$ cat config.mk
export PLATFORM = sky130hd
export DESIGN_NAME = mem_bridge
export DESIGN_NICKNAME = d
export VERILOG_FILES = /design/src/rtl/mem_bridge_pkg.sv /design/src/rtl/mem_bridge_arb.sv /design/src/rtl/mem_bridge.sv
export SDC_FILE = /design/constraint.sdc
export NUM_CORES = 1
export LEC_CHECK = 0
export BUFFER_PORTS_ARGS = -buffer_cell sky130_fd_sc_hd__buf_2
export CAP_MARGIN = 25
export CORE_ASPECT_RATIO = 0.6
export CORE_MARGIN = 4
export CORE_UTILIZATION = 55
export CTS_BUF_LIST = sky130_fd_sc_hd__clkbuf_4 sky130_fd_sc_hd__clkbuf_8
export CTS_CLUSTER_SIZE = 40
export DETAILED_ROUTE_END_ITERATION = 16
export GPL_ROUTABILITY_DRIVEN = 0
export GPL_TIMING_DRIVEN = 0
export PLACE_DENSITY_LB_ADDON = 0.08
export SYNTH_ARGS = -nofsm -noshare
export SYNTH_HDL_FRONTEND = slang
export SYNTH_HIERARCHICAL = 1
export SYNTH_SLANG_ARGS = --single-unit
$ cat constraint.sdc
create_clock -name clk -period 3.67 [get_ports clk]
set_input_delay 0 -clock clk [delete_from_list [all_inputs] [get_ports clk]]
set_output_delay 0 -clock clk [all_outputs]
set_load 0.01 [all_outputs]
$ cat src/rtl/mem_bridge_pkg.sv
// Shared constants, length codes and FSM encoding for the byte-serial memory bridge.
package mem_bridge_pkg;

  localparam int ADDR_W = 32;
  localparam int DATA_W = 32;

  localparam logic [1:0] LEN_BYTE = 2'b00;
  localparam logic [1:0] LEN_HALF = 2'b01;
  localparam logic [1:0] LEN_WORD = 2'b10;

  typedef enum logic [1:0] {
    IDLE  = 2'b00,
    READ  = 2'b01,
    WRITE = 2'b10,
    DONE  = 2'b11
  } state_t;

  // Codes 10 and 11 both mean a full word.
  function automatic logic [2:0] len_bytes(input logic [1:0] code);
    case (code)
      LEN_BYTE: return 3'd1;
      LEN_HALF: return 3'd2;
      default:  return 3'd4;
    endcase
  endfunction

endpackage

$ cat src/rtl/mem_bridge_arb.sv
// Fixed-priority requester selection: the MEM stage beats instruction fetch, grants only in IDLE.
module mem_bridge_arb (
  input  logic idle,
  input  logic if_req,
  input  logic mem_req,
  output logic gnt_if,
  output logic gnt_mem
);

  always_comb begin
    gnt_mem = idle & mem_req;
    gnt_if  = idle & if_req & ~mem_req;
  end

endmodule

$ cat src/rtl/mem_bridge.sv
// Bridges 32-bit IF/MEM requests onto a byte-wide RAM/IO bus, one byte per cycle.
module mem_bridge
  import mem_bridge_pkg::*;
(
  input  logic              clk,
  input  logic              rst,
  input  logic              rdy,
  input  logic              if_req,
  input  logic [ADDR_W-1:0] if_addr,
  output logic              if_done,
  output logic [DATA_W-1:0] if_rdata,
  input  logic              mem_req,
  input  logic              mem_we,
  input  logic [1:0]        mem_len,
  input  logic [ADDR_W-1:0] mem_addr,
  input  logic [DATA_W-1:0] mem_wdata,
  output logic              mem_done,
  output logic [DATA_W-1:0] mem_rdata,
  input  logic [7:0]        ram_din,
  output logic [7:0]        ram_dout,
  output logic [ADDR_W-1:0] ram_a,
  output logic              ram_wr
);

  state_t              state_q, state_d;
  logic [2:0]          cnt_q, cnt_d;
  logic [2:0]          len_q, len_d;
  logic                own_mem_q, own_mem_d;
  logic [ADDR_W-1:0]   addr_q, addr_d;
  logic [DATA_W-1:0]   wdata_q, wdata_d;
  logic [DATA_W-1:0]   rbuf_q, rbuf_d;
  logic [ADDR_W-1:0]   ram_a_q, ram_a_d;
  logic [7:0]          ram_dout_q, ram_dout_d;
  logic                ram_wr_q, ram_wr_d;
  logic                if_done_q, if_done_d;
  logic                mem_done_q, mem_done_d;
  logic [DATA_W-1:0]   if_rdata_q, if_rdata_d;
  logic [DATA_W-1:0]   mem_rdata_q, mem_rdata_d;

  logic                gnt_if, gnt_mem;
  logic [2:0]          cnt_nxt, cnt_prv;
  logic [ADDR_W-1:0]   sel_addr;

  mem_bridge_arb u_arb (
    .idle    (state_q == IDLE),
    .if_req  (if_req),
    .mem_req (mem_req),
    .gnt_if  (gnt_if),
    .gnt_mem (gnt_mem)
  );

  assign cnt_nxt  = cnt_q + 3'd1;
  assign cnt_prv  = cnt_q - 3'd1;
  assign sel_addr = gnt_mem ? mem_addr : if_addr;

  always_comb begin
    state_d     = state_q;
    cnt_d       = cnt_q;
    len_d       = len_q;
    own_mem_d   = own_mem_q;
    addr_d      = addr_q;
    wdata_d     = wdata_q;
    rbuf_d      = rbuf_q;
    ram_a_d     = ram_a_q;
    ram_dout_d  = ram_dout_q;
    ram_wr_d    = ram_wr_q;
    if_done_d   = if_done_q;
    mem_done_d  = mem_done_q;
    if_rdata_d  = if_rdata_q;
    mem_rdata_d = mem_rdata_q;

    // With rdy low every register holds, so the stalled byte is simply re-presented.
    if (rdy) begin
      if_done_d  = 1'b0;
      mem_done_d = 1'b0;
      case (state_q)
        IDLE: begin
          if (gnt_mem || gnt_if) begin
            addr_d     = sel_addr;
            len_d      = gnt_mem ? len_bytes(mem_len) : 3'd4;
            own_mem_d  = gnt_mem;
            wdata_d    = mem_wdata;
            cnt_d      = 3'd0;
            rbuf_d     = '0;
            ram_a_d    = sel_addr;
            ram_dout_d = mem_wdata[7:0];
            ram_wr_d   = gnt_mem & mem_we;
            state_d    = (gnt_mem && mem_we) ? WRITE : READ;
          end
        end
        READ: begin
          // RAM returns data one cycle after the address, so byte cnt-1 lands now.
          if (cnt_q != 3'd0) begin
            rbuf_d[{cnt_prv[1:0], 3'b000} +: 8] = ram_din;
          end
          if (cnt_q == len_q) begin
            state_d = DONE;
            if (own_mem_q) begin
              mem_rdata_d = rbuf_d;
              mem_done_d  = 1'b1;
            end else begin
              if_rdata_d = rbuf_d;
              if_done_d  = 1'b1;
            end
          end else begin
            cnt_d = cnt_nxt;
            if (cnt_nxt < len_q) begin
              ram_a_d = addr_q + {29'd0, cnt_nxt};
            end
          end
        end
        WRITE: begin
          if (cnt_q == len_q - 3'd1) begin
            state_d    = DONE;
            ram_wr_d   = 1'b0;
            mem_done_d = 1'b1;
          end else begin
            cnt_d      = cnt_nxt;
            ram_a_d    = addr_q + {29'd0, cnt_nxt};
            ram_dout_d = wdata_q[{cnt_nxt[1:0], 3'b000} +: 8];
          end
        end
        default: begin
          state_d = IDLE;
        end
      endcase
    end
  end

  always_ff @(posedge clk) begin
    if (rst) begin
      state_q     <= IDLE;
      cnt_q       <= 3'd0;
      len_q       <= 3'd0;
      own_mem_q   <= 1'b0;
      ram_a_q     <= '0;
      ram_dout_q  <= 8'd0;
      ram_wr_q    <= 1'b0;
      if_done_q   <= 1'b0;
      mem_done_q  <= 1'b0;
      if_rdata_q  <= '0;
      mem_rdata_q <= '0;
    end else begin
      state_q     <= state_d;
      cnt_q       <= cnt_d;
      len_q       <= len_d;
      own_mem_q   <= own_mem_d;
      ram_a_q     <= ram_a_d;
      ram_dout_q  <= ram_dout_d;
      ram_wr_q    <= ram_wr_d;
      if_done_q   <= if_done_d;
      mem_done_q  <= mem_done_d;
      if_rdata_q  <= if_rdata_d;
      mem_rdata_q <= mem_rdata_d;
    end
  end

  always_ff @(posedge clk) begin
    addr_q  <= addr_d;
    wdata_q <= wdata_d;
    rbuf_q  <= rbuf_d;
  end

  // Stall gating: a frozen cycle neither writes nor signals completion.
  assign ram_a     = ram_a_q;
  assign ram_dout  = ram_dout_q;
  assign ram_wr    = ram_wr_q & rdy;
  assign if_done   = if_done_q & rdy;
  assign mem_done  = mem_done_q & rdy;
  assign if_rdata  = if_rdata_q;
  assign mem_rdata = mem_rdata_q;

endmodule

==> flow_metrics.tcl <==
set metrics [dict create \
    status "finished, final reports clean" \
    postSynthNetCount 1000 \
    finalWorstPathRequiredPeriod_ns 3.54 \
    hold_viol_final 0 \
    power_per_cell_area_mw_per_mm2 736 \
    synth-edff-count 96 \
    yosysWarnings 6 \
    worstSkewPairLatency_ns 0.56 \
    post_synth_instance_area_mm2 0.00956 \
    drt_iter0_drcs 1000 \
    timing.hold.worst.class "in2reg" \
    root_buffer "sky130_fd_sc_hd__clkbuf_8" \
    cts.sinks 212 \
    achievable_frequency_ghz 0.283 \
    dr.pass1.iters 5 \
    critPathBufInv 3 \
    worst_path_required_time_ns 4.17 \
    wirelength_mm 31.1 \
    syn-mean-instance-area_um2 11.0 \
    synth-seq-area-share_pct 54.4 \
    total_core_area_mm2 0.0171 \
    vdd.ir_drop.worst_mv 0.390 \
    initial_utilization_pct 56.0 \
    ctsLongestPathBuffers 3 \
    global_route.overflow_total 0 \
    pin_count_of_the_biggest_net_entering_global_routing 41 \
    grt.total_usage_pct 30.7 \
    first_global_vias 8190 \
    worst-r2r-setup-slack_ns 0.13 \
    worst_setup_hold_path_clk_slew_ns 0.07 \
    use_met3_pct 9.00 \
    tritoncts_buffers 31 \
    mostFrequentLayoutCells "sky130_fd_sc_hd__buf_2, sky130_fd_sc_hd__dfxtp_1, sky130_fd_sc_hd__dlygate4sd3_1" \
    synth.ff_latch_count 212 \
    die_area_mm2 0.0196 \
    netlist_instances 870 \
    die_h_um 110 \
    async_reset_ff_share_pct 0 \
    synth_cell_types 63 \
    met2_usage_in_global_routing_pct 42.6 \
    timing.clock.skew_ns 0.0150 \
    share_of_final_layout_standard_cells_stronger_than_drive_strength_1_pct 27.0 \
    maxSlewHeadroom_pct 32.8 \
    timing.max_cap.violations 0 \
    vias 8906 \
    ff2ff_path_depth 9 \
    routedWlPerCell_um 20.7 \
    ioPinCount 219 \
    critPathLaunchType "register" \
    worst-slew-pin-transition_ns 0.999 \
    clock_tree_from_tritoncts "yes" \
    nets 1366 \
    r2r_end "ram_a[13]" \
    synth_top_flop_cell "sky130_fd_sc_hd__dfxtp_1" \
    worst-path-max-fanout 10 \
    finish.utilization_pct 74.9 \
    layout.cells.most_common "sky130_fd_sc_hd__buf_2" \
    rows 37 \
    critical_path_cell_count 9 \
    leakage_uw 0.00500 \
    timing.critical_path.to_type "register" \
    grt_pass1_wl_mm 46.5 \
    worst-endpoint-arrival_ns 4.04 \
    antenna_found_initial 3 \
    rsz0062_at_grt "no" \
    cts_htree_levels 1 \
    drt_drc_violations_left 0 \
    critical_path_class "reg2reg" \
    critPathSlowestCell "sky130_fd_sc_hd__a21oi_1" \
    grt-busiest-layer "met1" \
    placement.cell_area_mm2 0.0110 \
    number_of_port_buffers 218 \
    overall_die_width_um 178 \
    worst_hold_startpoint "ram_din[2]" \
    count_of_cells_along_the_worst_hold_path 3 \
    areaGrowthSynthToFinish_pct 33.7 \
    timing.critical_path.slowest_cell_delay_ns 0.74 \
    setup-violations-final 0 \
    crit_path_cell_trace "inv_1 > ha_1 > ha_1 > a21oi_1 > o21a_1 > clkbuf_1 > a21oi_1 > clkbuf_1 > a22o_1" \
    final_design_area_no_fill_mm2 0.0128 \
    grt.met1_usage_pct 47.3 \
    dpl.hpwl_mm 20.8 \
    finalCritPeriodShare_pct 96.3 \
    hold_path_end "rbuf_q[26]" \
    largest_delay_contributor_family_on_the_critical_path "compound AO/OA/AOI/OAI gates" \
    reg2reg_from "cnt_q[0]" \
    total_count_of_max_transition_violations_in_the_final_report 0 \
    avgViaCountPerCell 5.95 \
    drt.antenna.violating_nets 0 \
]
-- cell type report --
type,instances,area (um2)
multi-input combinational,575,4040
antenna,4,10.0
buffer,59,246
sequential,212,5200
tap,234,293
clock inverter,5,25.0
timing repair buffer,334,2250
clock buffer,52,634
fill,1218,4290
inverter,23,86.3
-- metrics by stage --
| stage | hold slack (ns) | total power [uW] | setup TNS, ns | setup slack (ns) | instances |
|---|---|---|---|---|---|
| 6_report | 0.0241 | 9410 | 0 | 0.135 | 1498 |
| 5_1_grt | 0.0287 | 9880 | 0 | 0.0517 | 1497 |
| 4_1_cts | 0.00857 | 9280 | 0 | 0.0438 | 1495 |
| 3_5_place_dp | 0.178 | 7110 | 0 | 0.100 | 1326 |
| 3_3_place_gp | 0.176 | 7030 | -8.07 | -0.128 | 1322 |
| 2_1_floorplan | 0.0989 | 5830 | 0 | 0.782 | 870 |
-- per-layer routing --
metal / part of all wire (%) / vias to the layer above / routed length (um)
met3: 13 / 51 / 4070
met1: 45 / 4247 / 14000
met5: 0 / - / 0
met4: 1.6 / 0 / 484
met2: 40 / 560 / 12500
li1: - / 4048 / -
-- worst max-delay path by stage --
stage	from	endpoint	slack [ns]
3_3_place_gp	state_q[0]	rbuf_q[17]	-0.13
5_1_grt	cnt_q[0]	ram_a[30]	0.05
3_5_place_dp	cnt_q[0]	ram_a[30]	0.10
4_1_cts	state_q[0]	ram_a[24]	0.04
6_report	cnt_q[0]	ram_a[13]	0.13
2_1_floorplan	state_q[0]	addr_q[0]	0.78
-- worst reg2reg max path: cells and delay by family (launching register included) --
family	cells	cell delay, ns
AO/OA/AOI/OAI	4	1.25
buffers and inverters	3	1.00
adder cells (fa/ha/maj)	2	0.75
flip-flops	1	0.50
-- power by group --
group	leakage (uW)	switching [uW]	internal, uW
clock	0.000360	924	1090
combinational	0.00279	2300	1440
sequential	0.00185	376	3290
-- cells by family after synthesis --
logic type,Yosys count,synth area share (%)
multiplexers,49,6.59
adder cells (fa/ha/maj),18,2.43
flip-flops,212,54.4
AO/OA/AOI/OAI,223,17.0
XOR/XNOR,17,1.70
buffers and inverters,83,3.52
AND/OR/NAND/NOR,268,14.3
-- cells in the mapped netlist (6+ instances only) --
cell / n / area, um2
sky130_fd_sc_hd__mux2_2: 32 / 360
sky130_fd_sc_hd__clkbuf_1: 41 / 154
sky130_fd_sc_hd__a32o_1: 10 / 100
sky130_fd_sc_hd__o211ai_1: 8 / 60.1
sky130_fd_sc_hd__ha_1: 17 / 213
sky130_fd_sc_hd__or3_1: 9 / 56.3
sky130_fd_sc_hd__nor4_1: 11 / 68.8
sky130_fd_sc_hd__xor2_1: 10 / 87.6
sky130_fd_sc_hd__a211oi_1: 74 / 556
sky130_fd_sc_hd__dfxtp_1: 116 / 2320
sky130_fd_sc_hd__xnor2_1: 6 / 52.6
sky130_fd_sc_hd__buf_1: 9 / 33.8
sky130_fd_sc_hd__mux4_2: 8 / 180
sky130_fd_sc_hd__nor2_1: 103 / 387
sky130_fd_sc_hd__a22o_1: 6 / 52.6
sky130_fd_sc_hd__mux2i_1: 9 / 90.1
sky130_fd_sc_hd__nor3_1: 8 / 40.0
sky130_fd_sc_hd__o2111ai_1: 6 / 52.6
sky130_fd_sc_hd__and3_1: 7 / 43.8
sky130_fd_sc_hd__a21oi_1: 25 / 125
sky130_fd_sc_hd__inv_1: 23 / 86.3
sky130_fd_sc_hd__buf_2: 8 / 40.0
sky130_fd_sc_hd__nand4_1: 7 / 43.8
sky130_fd_sc_hd__nand3_1: 27 / 135
sky130_fd_sc_hd__edfxtp_1: 96 / 2880
sky130_fd_sc_hd__nand2b_1: 8 / 50.1
sky130_fd_sc_hd__a22oi_1: 34 / 255
sky130_fd_sc_hd__nand2_1: 26 / 97.6
sky130_fd_sc_hd__o21ai_0: 22 / 110
sky130_fd_sc_hd__nor2b_1: 33 / 206
-- sequential cells by signal, summed over array words and instances, names as in the netlist --
signal / flops
if_rdata: 32
mem_done_q: 1
ram_dout: 8
if_done_q: 1
addr_q: 32
cnt_q: 3
len_q: 3
rbuf_q: 32
mem_rdata: 32
ram_a: 32
wdata_q: 32
state_q: 2
ram_wr_q: 1
own_mem_q: 1
-- what timing repair did --
item                                    in CTS  in global routing
hold buffers                               112                  0
resized for setup                            0                  2
buffers inserted                             0                  0
endpoints found under the setup margin       0                 20
hold endpoints to repair                   139                  0
Power figures use the tool's default switching activity.
